**config.mk**
```make
export PLATFORM = sky130hd
export DESIGN_NAME = ca_row_renderer_flat
export DESIGN_NICKNAME = d
export VERILOG_FILES = /design/src/rtl/ca_row_renderer_if.sv /design/src/rtl/ca_row_renderer.sv /design/src/flat_wrapper.sv
export SDC_FILE = /design/constraint.sdc
export NUM_CORES = 1
export LEC_CHECK = 0
export ABC_CLOCK_PERIOD_IN_PS = 7430
export CAP_MARGIN = 5
export CELL_PAD_IN_SITES_DETAIL_PLACEMENT = 1
export CELL_PAD_IN_SITES_GLOBAL_PLACEMENT = 2
export CORE_MARGIN = 2
export CORE_UTILIZATION = 43
export DETAILED_ROUTE_END_ITERATION = 7
export DONT_BUFFER_PORTS = 1
export PLACE_DENSITY = 0.85
export SLEW_MARGIN = 20
export SYNTH_ARGS = -nofsm -noshare
export SYNTH_HDL_FRONTEND = slang
export SYNTH_SLANG_ARGS = --single-unit
```
**constraint.sdc**
```tcl
create_clock -name clk -period 7.43 [get_ports clk]
set_input_delay 1.486 -clock clk [delete_from_list [all_inputs] [get_ports clk]]
set_output_delay 1.486 -clock clk [all_outputs]
set_load 0.02 [all_outputs]
```
**src/rtl/ca_row_renderer_if.sv**
```systemverilog
// Pixel-stream bundle between the VGA counter generator (master) and the
// cellular-automaton renderer (slave), plus the renderer's controls and pin outputs.
interface ca_row_renderer_if;
  logic [9:0]  CounterX;
  logic [8:0]  CounterY;
  logic        inDisplayArea;
  logic        h_sync_in;
  logic        v_sync_in;
  logic [7:0]  rule;
  logic        scroll_en;
  logic        restart;
  logic        vga_r;
  logic        vga_g;
  logic        vga_b;
  logic        vga_h_sync;
  logic        vga_v_sync;
  logic [15:0] generation;

  // No valid/ready: the stream advances every pixel clock. Each output is
  // registered, so it reflects the counter/sync values of the previous edge.
  modport master (
    output CounterX, CounterY, inDisplayArea, h_sync_in, v_sync_in,
    output rule, scroll_en, restart,
    input  vga_r, vga_g, vga_b, vga_h_sync, vga_v_sync, generation
  );

  modport slave (
    input  CounterX, CounterY, inDisplayArea, h_sync_in, v_sync_in,
    input  rule, scroll_en, restart,
    output vga_r, vga_g, vga_b, vga_h_sync, vga_v_sync, generation
  );
endinterface

```
**src/rtl/ca_row_renderer.sv**
```systemverilog
// 80-cell 1-D cellular automaton drawn as 8x8-pixel cells, one generation per
// cell row; the top row optionally advances one generation per frame.
module ca_row_renderer #(
  parameter int          SEED_CELL = 40,
  parameter logic [2:0]  ALIVE_RGB = 3'b111,
  parameter logic [2:0]  DEAD_RGB  = 3'b000
) (
  input  logic              clk,
  input  logic              reset,
  ca_row_renderer_if.slave  bus
);
  localparam logic [79:0] SEED = 80'd1 << SEED_CELL;

  logic [79:0] top_row;
  logic [79:0] row;
  logic [79:0] next_row;
  logic [7:0]  rule_q;
  logic        restart_pending;
  logic [15:0] generation;
  logic [2:0]  pix;
  logic        h_sync_q;
  logic        v_sync_q;

  logic        line_end;
  logic        frame_end;
  logic        cell_boundary;
  logic        scroll_step;
  logic        do_seed;
  logic [6:0]  cell_idx;
  logic        cell_on;

  // Neighbours wrap modulo 80: rotate the row once each way.
  function automatic logic [79:0] next_gen(input logic [79:0] r, input logic [7:0] rl);
    logic [79:0] left_nb;
    logic [79:0] right_nb;
    logic [79:0] n;
    left_nb  = {r[78:0], r[79]};
    right_nb = {r[0], r[79:1]};
    n = '0;
    for (int i = 0; i < 80; i++) begin
      n[i] = rl[{left_nb[i], r[i], right_nb[i]}];
    end
    return n;
  endfunction

  always_comb begin
    line_end      = (bus.CounterX == 10'd767);
    frame_end     = line_end && (bus.CounterY == 9'd511);
    cell_boundary = line_end && (bus.CounterY[2:0] == 3'd7) && (bus.CounterY < 9'd479);
    scroll_step   = cell_boundary && (bus.CounterY == 9'd7) && bus.scroll_en;
    do_seed       = frame_end && (bus.restart || restart_pending);
    next_row      = next_gen(row, rule_q);
  end

  always_comb begin
    cell_idx = bus.CounterX[9:3];
    cell_on  = (cell_idx < 7'd80) ? row[cell_idx] : 1'b0;
  end

  // Frame end outranks the cell-row boundary; they can never coincide anyway.
  always_ff @(posedge clk or posedge reset) begin
    if (reset) begin
      top_row         <= SEED;
      row             <= SEED;
      rule_q          <= 8'd30;
      restart_pending <= 1'b0;
      generation      <= 16'd0;
    end else if (frame_end) begin
      rule_q <= bus.rule;
      if (do_seed) begin
        top_row         <= SEED;
        row             <= SEED;
        generation      <= 16'd0;
        restart_pending <= 1'b0;
      end else begin
        row <= top_row;
      end
    end else begin
      if (bus.restart) begin
        restart_pending <= 1'b1;
      end
      if (cell_boundary) begin
        row <= next_row;
        if (scroll_step) begin
          top_row    <= next_row;
          generation <= generation + 16'd1;
        end
      end
    end
  end

  always_ff @(posedge clk or posedge reset) begin
    if (reset) begin
      pix      <= 3'b000;
      h_sync_q <= 1'b1;
      v_sync_q <= 1'b1;
    end else begin
      pix      <= bus.inDisplayArea ? (cell_on ? ALIVE_RGB : DEAD_RGB) : 3'b000;
      h_sync_q <= bus.h_sync_in;
      v_sync_q <= bus.v_sync_in;
    end
  end

  assign bus.vga_r      = pix[2];
  assign bus.vga_g      = pix[1];
  assign bus.vga_b      = pix[0];
  assign bus.vga_h_sync = h_sync_q;
  assign bus.vga_v_sync = v_sync_q;
  assign bus.generation = generation;
endmodule
```
**src/flat_wrapper.sv**
```systemverilog
// flat-port wrapper written by rule: the top's interface ports become plain ports
module ca_row_renderer_flat 
#(
  parameter int          SEED_CELL = 40,
  parameter logic [2:0]  ALIVE_RGB = 3'b111,
  parameter logic [2:0]  DEAD_RGB  = 3'b000
)
  (clk, reset, bus_CounterX, bus_CounterY, bus_inDisplayArea, bus_h_sync_in, bus_v_sync_in, bus_rule, bus_scroll_en, bus_restart, bus_vga_r, bus_vga_g, bus_vga_b, bus_vga_h_sync, bus_vga_v_sync, bus_generation);
  ca_row_renderer_if bus_i ();
  input  logic clk;
  input  logic reset;
  input wire logic [$bits(bus_i.CounterX)-1:0] bus_CounterX;
  input wire logic [$bits(bus_i.CounterY)-1:0] bus_CounterY;
  input wire logic [$bits(bus_i.inDisplayArea)-1:0] bus_inDisplayArea;
  input wire logic [$bits(bus_i.h_sync_in)-1:0] bus_h_sync_in;
  input wire logic [$bits(bus_i.v_sync_in)-1:0] bus_v_sync_in;
  input wire logic [$bits(bus_i.rule)-1:0] bus_rule;
  input wire logic [$bits(bus_i.scroll_en)-1:0] bus_scroll_en;
  input wire logic [$bits(bus_i.restart)-1:0] bus_restart;
  output wire logic [$bits(bus_i.vga_r)-1:0] bus_vga_r;
  output wire logic [$bits(bus_i.vga_g)-1:0] bus_vga_g;
  output wire logic [$bits(bus_i.vga_b)-1:0] bus_vga_b;
  output wire logic [$bits(bus_i.vga_h_sync)-1:0] bus_vga_h_sync;
  output wire logic [$bits(bus_i.vga_v_sync)-1:0] bus_vga_v_sync;
  output wire logic [$bits(bus_i.generation)-1:0] bus_generation;
  assign bus_i.CounterX = bus_CounterX;
  assign bus_i.CounterY = bus_CounterY;
  assign bus_i.inDisplayArea = bus_inDisplayArea;
  assign bus_i.h_sync_in = bus_h_sync_in;
  assign bus_i.v_sync_in = bus_v_sync_in;
  assign bus_i.rule = bus_rule;
  assign bus_i.scroll_en = bus_scroll_en;
  assign bus_i.restart = bus_restart;
  assign bus_vga_r = bus_i.vga_r;
  assign bus_vga_g = bus_i.vga_g;
  assign bus_vga_b = bus_i.vga_b;
  assign bus_vga_h_sync = bus_i.vga_h_sync;
  assign bus_vga_v_sync = bus_i.vga_v_sync;
  assign bus_generation = bus_i.generation;
  ca_row_renderer #(.SEED_CELL(SEED_CELL), .ALIVE_RGB(ALIVE_RGB), .DEAD_RGB(DEAD_RGB)) u_core (.clk(clk), .reset(reset), .bus(bus_i));
endmodule
```
## Word level (Yosys, flattened, before mapping)

Cells that the tools add are included.

- Flip-flop bits (word level): 190
- Bits of input ports: 34

- Add/subtract/negate cells: 1
- Magnitude comparators: 83
- Eq/ne operators: 5
- Mux-type cells: 178
- Reductions and logical operators: 13

Operators by type and width:

| kind | number |
|---|---|
| $mux W80 | 6 |
| $lt A3 B4 Y1 const B | 80 |
| $bmux W1 S3 | 80 |
| $mux W1 | 85 |
| $mux W16 | 4 |
| $add A16 B1 Y16 const B | 1 |
| $eq A10 B10 Y1 const B | 1 |
| $eq A9 B3 Y1 const B | 1 |
| $eq A9 B9 Y1 const B | 1 |
| $lt A9 B9 Y1 const B | 1 |
| $lt A7 B8 Y1 const B | 1 |
| $bmux W1 S7 | 1 |
| $lt A7 B7 Y1 const B | 1 |
| $logic_and A1 B1 Y1 | 6 |
| $mux W3 | 2 |
| $reduce_bool A2 Y1 | 3 |
| $reduce_and A2 Y1 | 2 |
| $eq A3 B3 Y1 const B | 1 |
| $reduce_and A3 Y1 | 1 |
| $ne A2 B2 Y1 const B | 1 |
| $logic_or A1 B1 Y1 | 1 |

## Longest topological paths before layout

- Depth after elaboration: 8
- Depth in mapped cells: 10
- Depth with buffers taken out: 7

## Least setup slack after synthesis

OpenSTA, ideal clock, no wires.

- Path kind: in2reg
- Start point: input port bus_CounterX[3]
- End point: register u_core.top_row[20]
- Data arrival time: 3.120 ns
- Data required time: 7.309 ns
- Slack: 4.189 ns
- Cell stages on the path: 8
- Path buffers: 3
- Cells stage by stage: buf_4 nand4_1 or4_4 a211o_1 buf_6 nand2b_4 buf_6 a22o_1

- Word-level cells in the longest chain between the ends: 7

Ends and longest elaborated chain:

| what | RTL line | text |
|---|---|---|
| start, declared | flat_wrapper.sv:12 | `input wire logic [$bits(bus_i.CounterX)-1:0] bus_CounterX;` |
| $eq A10 B10 Y1 (*) | ca_row_renderer.sv:47 | `line_end = (bus.CounterX == 10'd767);` |
| $logic_and A1 B1 Y1 (2 in series) | ca_row_renderer.sv:49 | `cell_boundary = line_end && (bus.CounterY[2:0] == 3'd7) && (bus.CounterY < 9'd479);` |
| $logic_and A1 B1 Y1 (2 in series) | ca_row_renderer.sv:50 | `scroll_step = cell_boundary && (bus.CounterY == 9'd7) && bus.scroll_en;` |
| $reduce_bool A2 Y1 (no source line) | -- |  |
| $reduce_and A2 Y1 (no source line) | -- |  |
| end signal, assigned | ca_row_renderer.sv:85 | `top_row <= next_row;` |
| end, declared | ca_row_renderer.sv:14 | `logic [79:0] top_row;` |

Every way passes the cells marked *; elsewhere a longest branch is shown, timed or not.
A chain may end at the register's enable or synchronous reset.

## Worst setup path in the final report

- Start point: input port bus_CounterY[1]
- End point: register u_core.row[15]

- Word-level cells in the longest chain between the ends: 5

Ends and longest elaborated chain:

| what | RTL line | text |
|---|---|---|
| start, declared | flat_wrapper.sv:13 | `input wire logic [$bits(bus_i.CounterY)-1:0] bus_CounterY;` |
| parallel branches: the longest is 5 deep, another holds $lt A9 B9 Y1 | -- |  |
| end signal, assigned | ca_row_renderer.sv:76 | `row <= top_row;` |
| end signal, assigned | ca_row_renderer.sv:83 | `row <= next_row;` |
| end, declared | ca_row_renderer.sv:15 | `logic [79:0] row;` |

Several ways; the timed one is not identified.

==> impl_metrics.env <==
export IMPL_grt_overflow_total=0
export IMPL_power_density_mw_per_mm2=145
export IMPL_clk_path_buf_depth=2
export IMPL_slew_violations=0
export IMPL_fin_worst_skew_ps=15.5
export IMPL_seq_area_frac_synth=0.349
export IMPL_n_antenna_cell=0
export IMPL_clk_latency_ps=450
export IMPL_period_minus_slack_ps=4340
export IMPL_intPower_w=0.00152
export IMPL_fin_crit_sh=0.584
export IMPL_worstPathArrival_ps=4700
export IMPL_cts_sinks=188
export IMPL_maxSlewHeadroom=0.355
export IMPL_nets=1163
export IMPL_p_comb_frac=0.019
export IMPL_hold_path_class="reg2reg"
export IMPL_drtPass1Iterations=5
export IMPL_die_area_mm2=0.0329
export IMPL_drc=0
export IMPL_synth_area_leaders="dfrtp_1, mux4_2, mux2i_1, o21ai_0, clkbuf_1"
export IMPL_cts_buffers=17
export IMPL_grt_pass1_vias=11200
export IMPL_htreeDepth=4
export IMPL_endpoint_kind="flip-flop"
export IMPL_ys_flop_type="dfrtp_1"
export IMPL_die_h_um=181
export IMPL_power_static_leakage_nw=4.95
export IMPL_grt_total_usage=0.242
export IMPL_hold_viol_final=0
export IMPL_synth_cell_area_mm2=0.0135
export IMPL_placed_cells=1505
export IMPL_clockRootBuffer="clkbuf_16"
export IMPL_rsz0062_at_grt="no"
export IMPL_vdd_drop_max_mv=0.161
export IMPL_clock_power_share=0.469
export IMPL_coreArea_mm2=0.0307
export IMPL_max_freq_mhz=231
export IMPL_num_rows=64
export IMPL_ios=55
export IMPL_dpl_instance_area_mm2=0.0133
export IMPL_io_buffer_count=0
export IMPL_tns_ps=0
export IMPL_yosysTopAreaCell="dfrtp_1"
export IMPL_stdcell_count=1537
export IMPL_post_cts_buffers=0
export IMPL_drtIter0Drc=937
export IMPL_clk_pin_slew_ps=80
export IMPL_wl_per_cell_um=24.9
export IMPL_critPathRequiredTime_ps=7790
export IMPL_final_core_utilization=0.450
export IMPL_syn_avg_cell_area_um2=10.3
export IMPL_cp_max_fo=49
export IMPL_start_kind="input port"
export IMPL_syn_num_nets=1345
export IMPL_vias_per_cell=6.68
export IMPL_dr_total_vias=10300
export IMPL_synth_warnings=0
export IMPL_outcome="complete, no violations"
export IMPL_hold_buffers=0
export IMPL_design_area_mm2=0.0138
export IMPL_cts_tree="built"
export IMPL_ys_types=49
export IMPL_cts_resized=0
export IMPL_p_sw_frac=0.240
export IMPL_die_w_um=181
export IMPL_antenna_found_initial=0
export IMPL_synth_edf_count=0
export IMPL_place_congestion=0.785
export IMPL_ant_nets=0
export IMPL_synthArstFlopShare=1.00
export IMPL_switching_power_w=0.000482
export IMPL_drive_gt1_frac=0.216
export IMPL_cap_violations=0
export IMPL_area_growth_pct=2.48
export IMPL_finalSetupViolations=0
export IMPL_routed_wl_um=38300
export IMPL_grt_max_degree=96
export IMPL_ys_seq_elements=188
export IMPL_synth_top_area_frac=0.333
export IMPL_max_slew_worst_pin_slew_ps=967
export IMPL_postSynthCellCount=1310
export IMPL_pwr_share_seq=0.512
export IMPL_grt_pass1_wl_um=62800
export IMPL_path_class="in2reg"
export IMPL_hpwlAfterDp_um=21700
export IMPL_initial_utilization=0.439
cells in the final DEF (no fill, tap or decap), drive strengths merged, types with 15 or more instances in the layout:
cell type,instances
a22o,17
nor2,96
nand2,184
a21oi,83
clkbuf,19
buf,17
mux4,173
mux2i,92
o21ai,173
nand3,15
dfrtp,180
final cells by class:
type | instances | area [um^2]
multi-input combinational | 897 | 7890
inverter | 7 | 33.8
clock buffer | 19 | 453
tap | 396 | 495
fill | 3319 | 16900
sequential | 188 | 4720
timing repair buffer | 17 | 128
clock inverter | 13 | 130
flip-flops by register name (all words and copies together) (netlist names):
signal	cells
u_core.bus.vga_h_sync	1
u_core.bus.vga_v_sync	1
u_core.bus.generation	16
u_core.row	80
u_core.pix	1
u_core.rule_q	8
u_core.restart_pending	1
u_core.top_row	80
cell families (layout without fill, tap and decap cells):
logic type,Yosys count,count (layout),synth area share
simple gates,331,331,0.102
compound gates,298,298,0.121
mux,267,267,0.358
buf+inv,225,56,0.0694
flops,188,188,0.349
fa+ha+maj,1,1,0.000926
worst max-delay path, cell delays in order:
cell and delay [ps]:
nand3_1 230, or4_1 690, nand2b_1 190, buf_4 230, nor2_4 720, buf_4 680
a21oi_1 210, o21ai_0 210
cells in the mapped netlist (2+ instances only):
cell type and n:
o221ai_1 2, clkbuf_1 186, mux2_2 2, or4_1 2, a31oi_1 3, buf_6 6, inv_1 7, nand2b_1 5
and2_1 2, o22ai_1 3, or3_1 3, buf_2 12, nand3_1 15, nand2_1 184, nand3b_1 3, o21ai_1 17
nor2_1 94, buf_1 5, nor3_1 4, buf_4 9, a21oi_1 83, mux2i_1 92, mux4_2 173, nand4_1 5
dfstp_2 8, o21ai_0 156, a22o_1 17, dfrtp_1 180, nor2b_1 4, a211oi_1 6, nor4_1 2, o31ai_1 3
power by group through the flow:
stage | clock [W] | sequential (W) | combinational (W)
floorplan | 0 | 0.00105 | 0.0000347
global placement | 0 | 0.00105 | 0.0000387
detailed placement | 0 | 0.00105 | 0.0000391
CTS | 0.000959 | 0.00103 | 0.0000392
global route | 0.00100 | 0.00103 | 0.0000425
finish | 0.000941 | 0.00103 | 0.0000375
metal layers:
| layer | GRT usage | routed length [um] |
|---|---|---|
| met2 | 0.394 | 18700 |
| met3 | 0.0425 | 2130 |
| met1 | 0.335 | 16800 |
| met4 | 0.0689 | 706 |
| met5 | 0 | 0 |
stage by stage:
step	total power, W	worst slack [ps]	hold slack [ps]
finish	0.00201	3090	482
global route	0.00207	2890	512
global placement	0.00109	2740	457
detailed placement	0.00109	2680	470
floorplan	0.00108	843	450
CTS	0.00203	3150	487
final timing paths:
| check | start | endpoint | slack [ps] | cells after the start |
|---|---|---|---|---|
| setup / recovery | bus_CounterY[1] | u_core.row[15] | 3090 | 8 |
| hold / removal | u_core.top_row[6] | u_core.top_row[6] | 480 | 2 |
| setup reg to reg | u_core.restart_pending | u_core.row[15] | 4740 | 6 |
| hold reg to reg | u_core.top_row[6] | u_core.top_row[6] | 480 | 2 |
| max in group asynchronous | reset | u_core.row[36] | 5350 | 2 |
| min in group asynchronous | reset | u_core.top_row[7] | 950 | 1 |
No activity file was read; power rests on OpenSTA's default activity.
